`src/rtl/mul.sv`:
```
// Sequential unsigned shift-add multiplier: one multiplier bit per clock,
// start/done handshake and hi/lo product split shared with the divider.
module mul #(
   parameter int WIDTH = 32
) (
   input  logic             clk,
   input  logic             reset,
   input  logic             start,
   input  logic [WIDTH-1:0] multiplicand,
   input  logic [WIDTH-1:0] multiplier,
   output logic             busy,
   output logic             done,
   output logic [WIDTH-1:0] product_hi,
   output logic [WIDTH-1:0] product_lo,
   output logic [1:0]       o_dbg_state   // 0 = idle, 1 = busy, 2 = done
);

   localparam int CW = $clog2(WIDTH + 1);

   typedef enum logic [1:0] {
      S_IDLE = 2'd0,
      S_BUSY = 2'd1,
      S_DONE = 2'd2
   } state_t;

   state_t             r_state, w_state_nxt;
   logic [WIDTH-1:0]   r_m, w_m_nxt;
   logic [2*WIDTH-1:0] r_acc, w_acc_nxt;
   logic [CW-1:0]      r_count, w_count_nxt;
   logic [WIDTH:0]     w_sum;

   // Handshake: start is level-sampled and reloads in any state; busy and
   // done are decoded from registered state only, never from start.
   always_ff @(posedge clk) begin
      if (reset) begin
         r_state <= S_IDLE;
         r_m     <= '0;
         r_acc   <= '0;
         r_count <= '0;
      end else begin
         r_state <= w_state_nxt;
         r_m     <= w_m_nxt;
         r_acc   <= w_acc_nxt;
         r_count <= w_count_nxt;
      end
   end

   always_comb begin
      w_state_nxt = r_state;
      w_m_nxt     = r_m;
      w_acc_nxt   = r_acc;
      w_count_nxt = r_count;
      // Carry out of the upper-half add is kept and shifted into the MSB.
      w_sum = {1'b0, r_acc[2*WIDTH-1:WIDTH]} + (r_acc[0] ? {1'b0, r_m} : '0);
      if (start) begin
         w_m_nxt     = multiplicand;
         w_acc_nxt   = {{WIDTH{1'b0}}, multiplier};
         w_count_nxt = CW'(WIDTH);
         w_state_nxt = S_BUSY;
      end else begin
         case (r_state)
            S_BUSY: begin
               w_acc_nxt   = {w_sum, r_acc[WIDTH-1:1]};
               w_count_nxt = r_count - CW'(1);
               if (r_count == CW'(1)) w_state_nxt = S_DONE;
            end
            default: ;
         endcase
      end
   end

   assign busy        = (r_state == S_BUSY);
   assign done        = (r_state == S_DONE);
   assign product_hi  = r_acc[2*WIDTH-1:WIDTH];
   assign product_lo  = r_acc[WIDTH-1:0];
   assign o_dbg_state = r_state;

endmodule
```
`config.mk`:
```
export PLATFORM = sky130hd
export DESIGN_NAME = mul
export DESIGN_NICKNAME = d
export VERILOG_FILES = /design/src/rtl/mul.sv
export SDC_FILE = /design/constraint.sdc
export NUM_CORES = 1
export LEC_CHECK = 0
export ABC_AREA = 1
export CORE_MARGIN = 3
export CORE_UTILIZATION = 30
export DETAILED_ROUTE_END_ITERATION = 6
export SETUP_SLACK_MARGIN = 0.5
export SKIP_LAST_GASP = 1
export SLEW_MARGIN = 10
export SYNTH_ARGS = -nofsm -noshare
export SYNTH_HDL_FRONTEND = slang
export SYNTH_SLANG_ARGS = --single-unit
```
`constraint.sdc`:
```
create_clock -name clk -period 2.5 [get_ports clk]
set_input_delay 0.5 -clock clk [delete_from_list [all_inputs] [get_ports clk]]
set_output_delay 0.5 -clock clk [all_outputs]
set_load 0.03 [all_outputs]
```
==> flow_metrics.tcl <==
set metrics [dict create \
    final_cell_mix "265 x nand2_1, 161 x inv_1, 142 x nor2_1" \
    final_cells 1522 \
    clock_sinks 104 \
    report.final.hold_viol_count 0 \
    max_freq_ghz 0.477 \
    insertedDiodeCount 0 \
    slew_viol_final 0 \
    gr-usage-all-layers_pct 17.6 \
    drive_gt1_share_pct 19.6 \
    cts_hold_buf 0 \
    power_uw 4160 \
    path_class "register to register" \
    drc 0 \
    gp_congestion 0.966 \
    routed_wl_um 21800 \
    setup_viol 0 \
    arrival_ps 2350 \
    max_cap_viol_count 0 \
    dr.pass1.iters 5 \
    hp-start "r_count[3]" \
    synth_cell_types 33 \
    cp-end-kind "register" \
    ctsHtreeMaxLevel 3 \
    final_util_pct 44.1 \
    grt_pass1_vias 6912 \
    syn_avg_cell_area_um2 6.08 \
    path_clk_slew_ps 80 \
    drt-initial-drc-count 369 \
    die_w_um 156 \
    max_slew_margin_pct 43.6 \
    drt-met1-wl_um 9760 \
    setup_tns_ps 0 \
    ir_worst_vdd_uv 305 \
    fin_crit_ps 2100 \
    tritoncts "yes" \
    via_count 7139 \
    clkLatencyLatePin_ps 360 \
    post_drt_wl_per_cell_um 14.4 \
    wl_met2_um 10100 \
    regToRegStartpoint "r_acc[0]" \
    gr-total-overflow 0 \
    ys_warn_count 0 \
    nNetsFinal 1339 \
    synthTopCellsByArea "dfxtp_1 31%, nand2_1 18%, inv_1 9.8%" \
    die_height_um 156 \
    post-dp-hpwl_um 15800 \
    boundaryPins 135 \
    async_reset_ff_share_pct 0 \
    cts_buffers 9 \
    crit_path_start_kind "register" \
    placed_cells 1489 \
    rsz0062_at_grt "yes" \
    cts-root-buf "clkbuf_16" \
    syn_area_um2 6730 \
    viasPerCell 4.69 \
    top_layer "met4" \
    core_area_um2 22000 \
    min_period_over_period_pct 83.8 \
    die_area_um2 24300 \
    fin_skew_ps 7.37 \
    crit_fanout 4 \
    initial_core_util_pct 30.6 \
    grt_first_pass_wirelength_um 35000 \
    crit_start "r_acc[0]" \
    yosys.area.top_type_share_pct 30.9 \
    grt_antenna_before_repair 0 \
    final_common_cell "nand2_1" \
    yosys.area.top_type "dfxtp_1" \
    portBuffers 134 \
    power_density_nw_per_um2 429 \
    ys_seq_area_share_pct 30.9 \
    syn_to_final_growth_pct 43.9 \
    syn_nets 1208 \
    multi_input_area_um2 4580 \
    placementRows 54 \
    synth_edf_count 0 \
    synth-seq-cells 104 \
    grt_start_max_net_pins 63 \
    status "finished, final reports clean" \
    timing.hold.ws_ps 482 \
    wl_met3_um 1630 \
    crit_required_ps 2760 \
    netlist_instances 1106 \
    worstMarginPinSlew_ps 845 \
    min_path_type "register to register" \
    clockBufferDepth 2 \
    seq_area_um2 2090 \
    antenna_left 0 \
    nFillCells 2270 \
    cellLeakagePower_uw 0.00510 \
    synth_ff_type "dfxtp_1" \
]
## power by group
part	leakage (uW)	switching, uW	internal [uW]
Clock	0.000152	676	816
Sequential	0.000857	83.6	1750
Combinational	0.00409	464	367
Total	0.00510	1220	2930
## stage by stage
stage,instance area [um2],setup slack [ps]
after floorplan,6870,431
after global placement,8430,309
after detailed placement,8430,277
after CTS,9190,417
after global routing,9680,283
final,9680,404
## path summary, 6_finish.rpt
check                    end  slack [ps]  cells after the start
setup / recovery   r_acc[51]         400                     15
hold / removal    r_count[3]         480                      2
setup reg to reg   r_acc[51]         400                     15
hold reg to reg   r_count[3]         480                      2
## repair_timing
| item | CTS | global route |
|---|---|---|
| endpoints found under the setup margin | 35 | 47 |
| buffers inserted | 10 | 6 |
| gates cloned | 0 | 1 |
| pin swaps | 23 | 35 |
| resized for setup | 82 | 134 |
## registers in the layout, indices dropped and copies added, names as in the netlist
signal and cells:
r_acc 64, r_count 6, o_dbg_state 2, r_m 32
## per-layer routing
| metal | track usage, % | up-vias |
|---|---|---|
| li1 | - | 3668 |
| met1 | 22.5 | 3249 |
| met2 | 29.0 | 197 |
| met3 | 5.49 | 25 |
| met4 | 4.67 | 0 |
| met5 | 0 | - |
## logic make-up (layout without fill, tap and decap cells)
| group | Yosys count | count (layout) | synth area share, % |
|---|---|---|---|
| AOI/OAI and AO/OA | 121 | 121 | 9.99 |
| adders and majority gates | 35 | 35 | 6.62 |
| DFF | 104 | 104 | 30.9 |
| and+or+nand+nor | 603 | 603 | 37.3 |
| xor gates and xnor gates | 15 | 15 | 1.95 |
| buffers and inverters | 228 | 364 | 13.2 |
## area by class of cell
cell class | count | area share [%]
clock buffers | 11 | 2.51
clock inverters | 5 | 0.659
inverters | 186 | 7.31
multi-input cells | 774 | 47.3
flip-flops and latches | 104 | 21.5
well taps | 280 | 3.62
repair buffers | 162 | 17.1
## critical path, cell delays in order (launching register included)
cell and delay, ps:
dfxtp_4 380, clkbuf_16 170, nand2_4 60, inv_4 30
ha_4 160, fa_2 400, nand3_2 100, nand3_4 100
nand3_4 90, nand3_4 120, nand3_4 100, nand2_2 50
nand2_1 50, nand3_1 60, nand2_1 80, inv_1 30
## Yosys cell counts, drive strengths merged (6+ instances only)
cell type,number
a31oi,32
nor2,170
clkbuf,22
xor2,13
buf,20
nor3,6
ha,34
o21ai,53
nand2,341
inv,186
a21oi,30
nand3,79
dfxtp,104
Power figures use the tool's default switching activity.
